### src/rtl/scope_pkg.sv
// Shared constants and types for the scope-side waveform measurement blocks.
package scope_pkg;

  localparam int SAMPLE_W = 8;
  localparam logic [SAMPLE_W-1:0] MID = 8'd128;

  typedef enum logic [1:0] {
    IDLE,
    ARMED,
    RUN
  } state_t;

  // Hysteresis thresholds around mid-scale; hyst is expected in 1..64 so
  // neither side can wrap.
  function automatic logic [SAMPLE_W-1:0] low_thr(input int hyst);
    logic [SAMPLE_W-1:0] h;
    h = hyst[SAMPLE_W-1:0];
    return MID - h;
  endfunction

  function automatic logic [SAMPLE_W-1:0] high_thr(input int hyst);
    logic [SAMPLE_W-1:0] h;
    h = hyst[SAMPLE_W-1:0];
    return MID + h;
  endfunction

endpackage

### src/rtl/wave_measure_if.sv
// Sample stream in, measurement results out, between a stream source and wave_measure.
interface wave_measure_if #(
  parameter int CNT_W = 16
) ();

  logic             in_valid;
  logic [7:0]       in_sample;
  logic [CNT_W-1:0] period;
  logic [7:0]       vmax;
  logic [7:0]       vmin;
  logic             meas_valid;
  logic             timeout;

  modport master (
    output in_valid,
    output in_sample,
    input  period,
    input  vmax,
    input  vmin,
    input  meas_valid,
    input  timeout
  );

  modport slave (
    input  in_valid,
    input  in_sample,
    output period,
    output vmax,
    output vmin,
    output meas_valid,
    output timeout
  );

endinterface

### src/rtl/wave_measure_cross_det.sv
// Hysteresis comparator: remembers whether the signal has been below the low
// threshold and flags the first valid sample at or above the high threshold.
module cross_det
  import scope_pkg::*;
#(
  parameter int HYST = 8
) (
  input  logic                clk,
  input  logic                reset,
  input  logic                in_valid,
  input  logic [SAMPLE_W-1:0] in_sample,
  input  logic                clear,
  output logic                rise
);

  localparam logic [SAMPLE_W-1:0] LO = low_thr(HYST);
  localparam logic [SAMPLE_W-1:0] HI = high_thr(HYST);

  logic below;

  // Track the below flag; clear (timeout) wins over a same-cycle low sample.
  always_ff @(posedge clk) begin
    if (!reset) begin
      below <= 1'b0;
    end else if (clear) begin
      below <= 1'b0;
    end else if (in_valid) begin
      if (in_sample < LO) begin
        below <= 1'b1;
      end else if (in_sample >= HI) begin
        below <= 1'b0;
      end
    end
  end

  assign rise = in_valid && below && (in_sample >= HI);

endmodule

### src/rtl/wave_measure.sv
// Period and per-cycle max/min measurement on rising mid-scale crossings.
module wave_measure
  import scope_pkg::*;
#(
  parameter int HYST  = 8,
  parameter int CNT_W = 16
) (
  input  logic         clk,
  input  logic         reset,
  wave_measure_if.slave bus
);

  localparam logic [SAMPLE_W-1:0] LO = low_thr(HYST);

  state_t state;
  state_t state_next;

  logic [CNT_W-1:0]    cnt;
  logic [CNT_W-1:0]    cnt_inc;
  logic [SAMPLE_W-1:0] accmax;
  logic [SAMPLE_W-1:0] accmin;

  logic [CNT_W-1:0]    period_q;
  logic [SAMPLE_W-1:0] vmax_q;
  logic [SAMPLE_W-1:0] vmin_q;
  logic                meas_valid_q;
  logic                timeout_q;

  logic rise;
  logic arm;
  logic sat;
  logic start_win;
  logic load_meas;
  logic count_en;
  logic do_timeout;

  cross_det #(
    .HYST(HYST)
  ) u_cross_det (
    .clk      (clk),
    .reset    (reset),
    .in_valid (bus.in_valid),
    .in_sample(bus.in_sample),
    .clear    (do_timeout),
    .rise     (rise)
  );

  assign cnt_inc = cnt + 1'b1;
  // Saturation: the next count would land on the all-ones value.
  assign sat = (cnt_inc == {CNT_W{1'b1}});
  assign arm = bus.in_valid && (bus.in_sample < LO);

  // State register.
  always_ff @(posedge clk) begin
    if (!reset) begin
      state <= IDLE;
    end else begin
      state <= state_next;
    end
  end

  // Next-state: arm on a low sample, start on a crossing, drop out on saturation.
  always_comb begin
    state_next = state;
    case (state)
      IDLE:    if (arm) state_next = ARMED;
      ARMED:   if (rise) state_next = RUN;
      RUN:     if (do_timeout) state_next = IDLE;
      default: state_next = IDLE;
    endcase
  end

  // Datapath controls; a crossing always beats a same-sample saturation.
  always_comb begin
    start_win  = 1'b0;
    load_meas  = 1'b0;
    count_en   = 1'b0;
    do_timeout = 1'b0;
    case (state)
      ARMED: begin
        start_win = rise;
      end
      RUN: begin
        start_win  = rise;
        load_meas  = rise;
        count_en   = bus.in_valid && !rise && !sat;
        do_timeout = bus.in_valid && !rise && sat;
      end
      default: ;
    endcase
  end

  // Counter, window accumulators and registered results.
  always_ff @(posedge clk) begin
    if (!reset) begin
      cnt          <= '0;
      accmax       <= '0;
      accmin       <= '1;
      period_q     <= '0;
      vmax_q       <= '0;
      vmin_q       <= '1;
      meas_valid_q <= 1'b0;
      timeout_q    <= 1'b0;
    end else begin
      meas_valid_q <= load_meas;
      timeout_q    <= do_timeout;
      if (load_meas) begin
        period_q <= cnt_inc;
        vmax_q   <= accmax;
        vmin_q   <= accmin;
      end
      if (start_win) begin
        cnt    <= '0;
        accmax <= bus.in_sample;
        accmin <= bus.in_sample;
      end else if (count_en) begin
        cnt <= cnt_inc;
        if (bus.in_sample > accmax) accmax <= bus.in_sample;
        if (bus.in_sample < accmin) accmin <= bus.in_sample;
      end
    end
  end

  assign bus.period     = period_q;
  assign bus.vmax       = vmax_q;
  assign bus.vmin       = vmin_q;
  assign bus.meas_valid = meas_valid_q;
  assign bus.timeout    = timeout_q;

endmodule

### src/flat_wrapper.sv
// flat-port wrapper written by rule: the top's interface ports become plain ports
module wave_measure_flat import scope_pkg::*;
#(
  parameter int HYST  = 8,
  parameter int CNT_W = 16
)
  (clk, reset, bus_in_valid, bus_in_sample, bus_period, bus_vmax, bus_vmin, bus_meas_valid, bus_timeout);
  wave_measure_if #(.CNT_W(CNT_W)) bus_i ();
  input  logic clk;
  input  logic reset;
  input wire logic [$bits(bus_i.in_valid)-1:0] bus_in_valid;
  input wire logic [$bits(bus_i.in_sample)-1:0] bus_in_sample;
  output wire logic [$bits(bus_i.period)-1:0] bus_period;
  output wire logic [$bits(bus_i.vmax)-1:0] bus_vmax;
  output wire logic [$bits(bus_i.vmin)-1:0] bus_vmin;
  output wire logic [$bits(bus_i.meas_valid)-1:0] bus_meas_valid;
  output wire logic [$bits(bus_i.timeout)-1:0] bus_timeout;
  assign bus_i.in_valid = bus_in_valid;
  assign bus_i.in_sample = bus_in_sample;
  assign bus_period = bus_i.period;
  assign bus_vmax = bus_i.vmax;
  assign bus_vmin = bus_i.vmin;
  assign bus_meas_valid = bus_i.meas_valid;
  assign bus_timeout = bus_i.timeout;
  wave_measure #(.HYST(HYST), .CNT_W(CNT_W)) u_core (.clk(clk), .reset(reset), .bus(bus_i));
endmodule
### config.mk
export PLATFORM = sky130hd
export DESIGN_NAME = wave_measure_flat
export DESIGN_NICKNAME = d
export VERILOG_FILES = /design/src/rtl/scope_pkg.sv /design/src/rtl/wave_measure_if.sv /design/src/rtl/wave_measure_cross_det.sv /design/src/rtl/wave_measure.sv /design/src/flat_wrapper.sv
export SDC_FILE = /design/constraint.sdc
export NUM_CORES = 1
export LEC_CHECK = 0
export BUFFER_PORTS_ARGS = -buffer_cell sky130_fd_sc_hd__buf_2
export CORE_MARGIN = 10
export CORE_UTILIZATION = 30
export CTS_BUF_LIST = sky130_fd_sc_hd__clkbuf_8
export CTS_CLUSTER_DIAMETER = 80
export DETAILED_ROUTE_END_ITERATION = 16
export GPL_ROUTABILITY_DRIVEN = 0
export GPL_TIMING_DRIVEN = 1
export HOLD_SLACK_MARGIN = 0.03
export PLACE_DENSITY = 0.44
export SYNTH_ARGS = -nofsm -noshare
export SYNTH_HDL_FRONTEND = slang
export SYNTH_SLANG_ARGS = --single-unit
### constraint.sdc
create_clock -name clk -period 2.8 [get_ports clk]
set_input_delay 0.14 -clock clk [delete_from_list [all_inputs] [get_ports clk]]
set_output_delay 0.14 -clock clk [all_outputs]
set_load 0.05 [all_outputs]
* After elaboration in Yosys (flattened, before gate mapping) *
Index checks and enable logic that the tools add are counted.

word-level totals
  bits in registers = 69
  output and inout bits = 34

cells by class
  magnitude comparators = 4
  bitwise operators = 1
  eq/ne operators = 6
  reduce and logical (&&, ||, !) cells = 20
  mux-type cells = 16
  add/sub/neg operators = 1

operator list
  cell                                                         number
  2-to-1 mux 8 bit                                             6
  adder 16 x 1 -> 16 bit (second input constant)               1
  == test 16 bit (second input constant)                       1
  greater-or-equal comparator 8 bit (second input constant)    1
  greater-than comparator 8 bit                                1
  less-than comparator 8 x 7 -> 1 bit (second input constant)  1
  less-than comparator 8 bit                                   1
  nonzero test 2 bit                                           4
  logical AND 1 bit                                            6
  2-to-1 mux 1 bit                                             6
  2-to-1 mux 2 bit                                             3
  != test 2 x 1 -> 1 bit (second input constant)               3
  case mux 2 bit (3 select lines)                              1
  AND reduction 2 bit                                          3
  OR reduction 2 bit                                           3
  AND reduction 3 bit                                          1
  == test 2 x 1 -> 1 bit (second input constant)               1
  == test 2 bit (second input constant)                        1
  zero test 1 bit                                              2
  zero test 2 bit                                              1
  inverter 1 bit                                               1

* Logic depth before layout (Yosys ltp) *
Gate-level depths: netlist (run 1).

  depth in word-level cells = 8
  gate-level depth with buffers = 10

* By module *
A second synthesis (run 1) with hierarchy kept.

second synthesis, totals
  cell total of the unflattened synthesis = 417
  area, all modules = 3489.6 µm²

modules (own cells, without submodules)
  module        instances  seq. area each (µm²)  cells an instance  area each (µm²)
  wave_measure  1          1361.3                408                3415.8
  cross_det     1          20.0                  9                  73.8

* Worst setup path before layout (run 1) *
No wires, ideal clock.

  kind = register to register
  from = reg u_core.cnt[0]
  to = reg u_core.cnt[13]
  stages on the path, launching flop included = 10
  clock period less this slack = 2.445 ns
  arrival = 2.329 ns
  required time = 2.684 ns
  slack = 0.355 ns
  buffers on the path = 1
  cell sequence = dfxtp_1 -> ha_1 -> nand3_2 -> nor4_2 -> xnor2_1 -> nor4_4 -> buf_4 -> a21oi_1 -> a21oi_1 -> a31o_2

between the ends
  cells in the longest elaborated chain, start to end = 5

RTL lines
  what                        line                 RTL
  start: declaration          wave_measure.sv:18   logic [CNT_W-1:0] cnt;
  start signal: assignment    wave_measure.sv:117  cnt <= cnt_inc;
  adder 16 x 1 -> 16 bit (*)  wave_measure.sv:48   assign cnt_inc = cnt + 1'b1;
  == test 16 bit              wave_measure.sv:50   assign sat = (cnt_inc == {CNT_W{1'b1}});
  zero test 1 bit             wave_measure.sv:86   count_en = bus.in_valid && !rise && !sat;
  logical AND 1 bit           wave_measure.sv:86
  2-to-1 mux 1 bit            wave_measure.sv:79   case (state)

Mark *: on every way between the ends. The rest lies on a longest branch, timed or not.
A chain may end at the register's enable or synchronous reset.

* Worst setup path after layout (run 1) *
  from = reg u_core.cnt[5]
  to = reg u_core.accmin[0]

between the ends
  cells in the longest elaborated chain, start to end = 7

RTL lines
  what                                  line                 RTL
  adder 16 x 1 -> 16 bit                wave_measure.sv:48
  == test 16 bit                        wave_measure.sv:50
  zero test 1 bit                       wave_measure.sv:86
  logical AND 1 bit                     wave_measure.sv:86
  2-to-1 mux 1 bit                      wave_measure.sv:79
  nonzero test 2 bit (no source line)   --
  AND reduction 2 bit (no source line)  --
  end signal: assignment                wave_measure.sv:115  accmin <= bus.in_sample;
  end signal: assignment                wave_measure.sv:119  if (bus.in_sample < accmin) accmin <= bus.in_sample;
  end: declaration                      wave_measure.sv:21   logic [SAMPLE_W-1:0] accmin;

No other way between the ends.

==> results_dict.tcl, run 1 <==
set metrics [dict create \
    fin_hold_ws_ns 0.0528 \
    wl_met1_um 4110 \
    rsz0062_at_grt "true" \
    syn_nets 430 \
    clk_latency_ns 0.36 \
    fin_area_um2 4090 \
    synth.avg_cell_area_um2 8.77 \
    max_freq_ghz 0.397 \
    yosysTopAreaCell "dfxtp_1" \
    worstPathMaxFanout 15 \
    port_buffers 44 \
    drc 0 \
    die-area_um2 16400 \
    ant_nets 0 \
    finalSetupTns_ns 0 \
    powerDensity_nw_per_um2 527 \
    drtIter0Drc 177 \
    final-setup-viol-count 0 \
    finalWirelength_um 9110 \
    synth_most_common_cell "dfxtp_1" \
    post-dp-hpwl_um 6720 \
    synth_area_leaders "dfxtp_1 (40%), ha_1 (7.5%), nand2_1 (7.1%), o211a_1 (4.3%), xnor2_1 (4.3%)" \
    drt_first_pass_iters 4 \
    finalHoldViolations 0 \
    synthCells 398 \
    syn_to_final_growth_pct 17.2 \
    drive_above_1_share 0.189 \
    place_area_um2 3910 \
    critical_path_buf_inv_count 0 \
    ys_top_cells_by_count "dfxtp_1 (69), nand2_1 (66), inv_1 (24), ha_1 (21), o211ai_1 (19)" \
    end_kind "flip-flop" \
    multi_input_area_um2 1930 \
    holdCritPathClass "primary input to flip-flop" \
    first_global_vias 2838 \
    grt_max_degree 47 \
    antenna_found_initial 0 \
    io_pins 45 \
    crit_slowest_cell "o211ai_2" \
    cts_setup_buffers 0 \
    cp-start-kind "flip-flop" \
    n_fill_cell 1177 \
    cp.arrival_ns 2.76 \
    cts_htree_levels 3 \
    clockBufferDepth 2 \
    grt.total_usage 0.112 \
    top_layer_used "met4" \
    crit_type "flip-flop to flip-flop" \
    clk_pin_slew_ns 0.07 \
    status "complete, no violations" \
    grt_pass1_wl_um 14700 \
    yosysSeqAreaShare 0.396 \
    fin_skew_ns 0.00701 \
    antenna_cells 0 \
    cts-root-buf "clkbuf_8" \
    wl_per_cell_um 15.4 \
    ys_async_sr_fraction 0 \
    synth_cell_types 51 \
    seq_area_um2 1380 \
    die_w_um 128 \
    route.met2.wl_um 4430 \
    slew_headroom 0.585 \
    cts_hold_buf 0 \
    grt_overflow 0 \
    start_util 0.306 \
    cts_buffers 9 \
    crit_chain "nand4_4, nor4_2, xnor2_1, nor4_4, o211ai_2, mux2i_1, nand2_1" \
    report.final.slew_viol_count 0 \
    max_cap_viol_count 0 \
    coreArea_um2 11400 \
    ir_drop_mv 0.333 \
    ys_ff_latch 69 \
    wl_met3_um 446 \
    dieHeight_um 128 \
    rows 39 \
    cpPeakStageDelay_ns 0.55 \
    cts_sinks 69 \
    synthesis.area_um2 3490 \
    fin_crit_sh 0.901 \
    final.min_clock_period_ns 2.52 \
    post_cts_resized 0 \
    synth-edff-count 0 \
    vias 2964 \
    synth_top_cell_area_share 0.396 \
    cts_tree "done" \
    yosys_warnings 0 \
    power_leakage_nw 1.86 \
    synth_flop_cell "dfxtp_1" \
    worst_pin_slew_ns 0.621 \
    final_nets 477 \
    crit_family "simple AND/OR/NAND/NOR gates" \
    viasPerCell 5.00 \
    critPathRequiredTime_ns 3.04 \
]
[metrics by stage]
step / utilization / setup slack (ns) / total power, mW / cells
floorplan: - / 0.355 / 1.31 / 398
global placement: 0.342 / 0.262 / 1.41 / 577
detailed placement: 0.342 / 0.243 / 1.41 / 577
CTS: 0.358 / 0.238 / 2.20 / 593
global route: 0.358 / -0.00122 / 2.27 / 593
finish: 0.358 / 0.278 / 2.16 / 593
[layer usage]
metal / vias up / track usage
met2: 56 / 0.182
met5: - / 0
met1: 1389 / 0.132
li1: 1512 / -
met3: 7 / 0.0380
met4: 0 / 0.0490
[cells by family (layout without fill, tap and decap cells)]
| logic type | count (synthesis) | after routing | synth area share |
|---|---|---|---|
| xor gates and xnor gates | 20 | 20 | 0.0502 |
| buffers and inverters | 46 | 98 | 0.0523 |
| and+or+nand+nor | 144 | 144 | 0.215 |
| DFF | 69 | 69 | 0.396 |
| muxes | 3 | 3 | 0.00860 |
| adders and majority gates | 21 | 21 | 0.0753 |
| AOI/OAI and AO/OA | 95 | 95 | 0.203 |
[path summary, 6_finish.rpt]
check,cells after the start,start,slack [ns],endpoint
setup / recovery,7,u_core.cnt[5],0.28,u_core.accmin[0]
hold reg to reg,2,u_core.bus.vmax[4],0.46,u_core.bus.vmax[4]
setup reg to reg,7,u_core.cnt[5],0.28,u_core.accmin[0]
hold / removal,3,bus_in_sample[0],0.05,u_core.accmin[0]
[worst register-to-register path, stage by stage, from the launching register on]
cell and delay, ns:
dfxtp_1 0.53, nand4_4 0.24, nor4_2 0.37, xnor2_1 0.27
nor4_4 0.12, o211ai_2 0.56, mux2i_1 0.25, nand2_1 0.06
[cells in the final DEF (no fill, tap or decap), types with 3 or more instances in the layout]
| cell | n |
|---|---|
| xnor2_1 | 17 |
| nor2_1 | 13 |
| inv_1 | 25 |
| o211ai_1 | 19 |
| ha_1 | 21 |
| nand3_1 | 10 |
| a22o_1 | 8 |
| nor3b_1 | 3 |
| xor2_1 | 3 |
| dfxtp_1 | 69 |
| nand2b_1 | 4 |
| clkbuf_8 | 12 |
| buf_4 | 14 |
| a21boi_0 | 8 |
| o211a_1 | 15 |
| o21ai_0 | 12 |
| a211oi_1 | 5 |
| or3_1 | 5 |
| buf_2 | 44 |
| nor3_1 | 8 |
| a21oi_1 | 15 |
| nand2_1 | 66 |
| nand4_1 | 7 |
| mux2i_1 | 3 |
| and3_1 | 5 |
| and4_1 | 3 |
[layout make-up]
cell class,instances,area share
clock buffer,12,0.0404
sequential,69,0.338
tap,143,0.0437
inverter,24,0.0220
clock inverter,4,0.00550
timing repair buffer,58,0.0795
multi-input combinational,283,0.471
[power by group]
part           leakage [nW]  internal [mW]  total, mW  switching [mW]
logic                  1.20          0.128      0.328           0.201
clock network         0.104          0.389      0.776           0.386
registers             0.557           1.03       1.05          0.0259
[registers in the layout, summed over array words and instances, names as in the netlist]
| name | count |
|---|---|
| u_core.accmax | 8 |
| u_core.accmin | 8 |
| u_core.bus.meas_valid | 1 |
| u_core.bus.period | 16 |
| u_core.bus.timeout | 1 |
| u_core.bus.vmax | 8 |
| u_core.bus.vmin | 8 |
| u_core.cnt | 16 |
| u_core.state | 2 |
| u_core.u_cross_det.below | 1 |
No activity file was read; power rests on OpenSTA's default activity.
==> run 2, diff against run 1 <==
PLACE_DENSITY = 0.54   (was 0.44)
==> run 2 against run 1 <==
  * Non-clock buffer count increased by 6
  * Fmax decreased by 0.94%
  * Sequential power about the same
  * Cell count increased by 1.0%
  * Design area increased by 1.4%
  * Routed wire length decreased by 3.0%
  * Setup slack got worse by 0.024 ns
  * Via count about the same
  * Die area unchanged
  * Critical endpoint is now u_core.cnt[13]
  * Critical path depth increased by 1
  * Clock-buffer cell count decreased by 2
==> results_dict.tcl, run 2 (synthesis results as in run 1) <==
set metrics [dict create \
    r2r_end "u_core.cnt[13]" \
    max_cap_viol_count 0 \
    cts_buffers 9 \
    cts_sinks 69 \
    cts_htree_levels 3 \
    syn_to_final_growth_pct 18.9 \
    cts_hold_buf 0 \
    status "complete, no violations" \
    rrSetupSlack_ns 0.25 \
    crit_chain "ha_1, nand3_2, nor4_2, xnor2_1, nor4_4, a21oi_1, a21oi_1, a31o_2" \
    drive_above_1_share 0.202 \
    cts_tree "done" \
    final-setup-viol-count 0 \
    rows 39 \
    fin_skew_ns 0.0117 \
    whs_endpoint "u_core.accmax[2]" \
    grt_overflow 0 \
    power_leakage_nw 1.88 \
    post-dp-hpwl_um 6680 \
    post_cts_resized 0 \
    grt_pass1_wl_um 14700 \
    multi_input_area_um2 1930 \
    start_util 0.306 \
    rsz0062_at_grt "false" \
    final_nets 483 \
    cts_setup_buffers 0 \
    coreArea_um2 11400 \
    clk_pin_slew_ns 0.08 \
    crit_type "flip-flop to flip-flop" \
    crit_slowest_cell "a21oi_1" \
    antenna_found_initial 0 \
    seq_area_um2 1380 \
    wl_per_cell_um 14.8 \
    critical_path_buf_inv_count 0 \
    die_w_um 128 \
    mostFrequentLayoutCells "dfxtp_1 (69), nand2_1 (66), buf_2 (44)" \
    first_global_vias 2951 \
    die-area_um2 16400 \
    n_fill_cell 1239 \
    critPathRequiredTime_ns 3.07 \
    dieHeight_um 128 \
    antenna_cells 0 \
    met1_usage 0.129 \
    cp.arrival_ns 2.81 \
    grt_max_degree 34 \
    finalWirelength_um 8840 \
    powerDensity_nw_per_um2 534 \
    min_path_cells 2 \
    clk_latency_ns 0.36 \
    reg2regPathDepth 8 \
    ant_nets 0 \
    worst_pin_slew_ns 0.769 \
    clockBufferDepth 2 \
    reg2reg_from "u_core.cnt[1]" \
    viasPerCell 4.95 \
    hold_path_startpoint "bus_in_sample[2]" \
    final_common_cell "dfxtp_1" \
    port_buffers 44 \
    finalSetupTns_ns 0 \
    grt.total_usage 0.111 \
    cpPeakStageDelay_ns 0.56 \
    finalHoldViolations 0 \
    gr-usage-met3 0.0409 \
    utilization 0.363 \
    fin_crit_sh 0.909 \
    drtIter0Drc 179 \
    cts-root-buf "clkbuf_8" \
    grtUsageMet2 0.183 \
    slew_headroom 0.487 \
    ir_drop_mv 0.336 \
    cp_common_cell "a21oi_1" \
    cp-start-kind "flip-flop" \
    vias 2966 \
    report.final.slew_viol_count 0 \
    io_pins 45 \
    worstPathMaxFanout 8 \
    end_kind "flip-flop" \
    max_freq_ghz 0.393 \
    drc 0 \
    holdCritPathClass "primary input to flip-flop" \
    crit_family "compound AO/OA/AOI/OAI gates" \
    drt_first_pass_iters 4 \
    top_usage_layer "met2" \
    final.min_clock_period_ns 2.55 \
]
run 2: changes by cell type in the layout (fill, tap and decap cells not counted):
cell | before | now
clkinvlp_4 | 0 | 3
inv_1 | 25 | 24
clkinv_4 | 1 | 0
bufinv_16 | 0 | 1
buf_4 | 14 | 20
clkbuf_8 | 12 | 10
run 2: layout make-up:
class | instances | share of cell area
Multi-Input combinational cell | 283 | 0.465
Sequential cell | 69 | 0.333
Timing Repair Buffer | 64 | 0.0892
Tap cell | 143 | 0.0431
Clock buffer | 10 | 0.0332
Inverter | 24 | 0.0217
Clock inverter | 6 | 0.0151
run 2: worst max path at each step:
stage,start,to,slack (ns),depth (start not counted)
after floorplan,u_core.cnt[0],u_core.cnt[13],0.35,9
after global placement,bus_in_sample[3],u_core.accmax[2],0.35,9
after detailed placement,u_core.cnt[1],u_core.cnt[13],0.26,8
after CTS,u_core.cnt[1],u_core.accmax[7],0.25,9
after global routing,u_core.cnt[1],u_core.accmin[0],0.05,8
final,u_core.cnt[1],u_core.cnt[13],0.25,8
run 2: metal layers:
metal	vias up	part of all wire
met4	0	0.018
met3	16	0.058
met5	-	0
li1	1525	-
met2	61	0.46
met1	1364	0.46
run 2: through the flow:
stage | hold WS (ns) | setup slack, ns | total power [mW] | std cells | instance area (um2)
finish | 0.102 | 0.254 | 2.21 | 599 | 4150
floorplan | 0.269 | 0.355 | 1.31 | 398 | 3490
global route | 0.0976 | 0.0520 | 2.34 | 599 | 4150
detailed placement | 0.453 | 0.262 | 1.41 | 583 | 3950
global placement | 0.448 | 0.350 | 1.40 | 583 | 3950
CTS | 0.0873 | 0.255 | 2.25 | 599 | 4150
run 2: report_power, final:
group          leakage (nW)  switching [mW]  internal, mW
registers             0.557          0.0251          1.03
clock network        0.0943           0.394         0.432
logic                  1.22           0.203         0.132
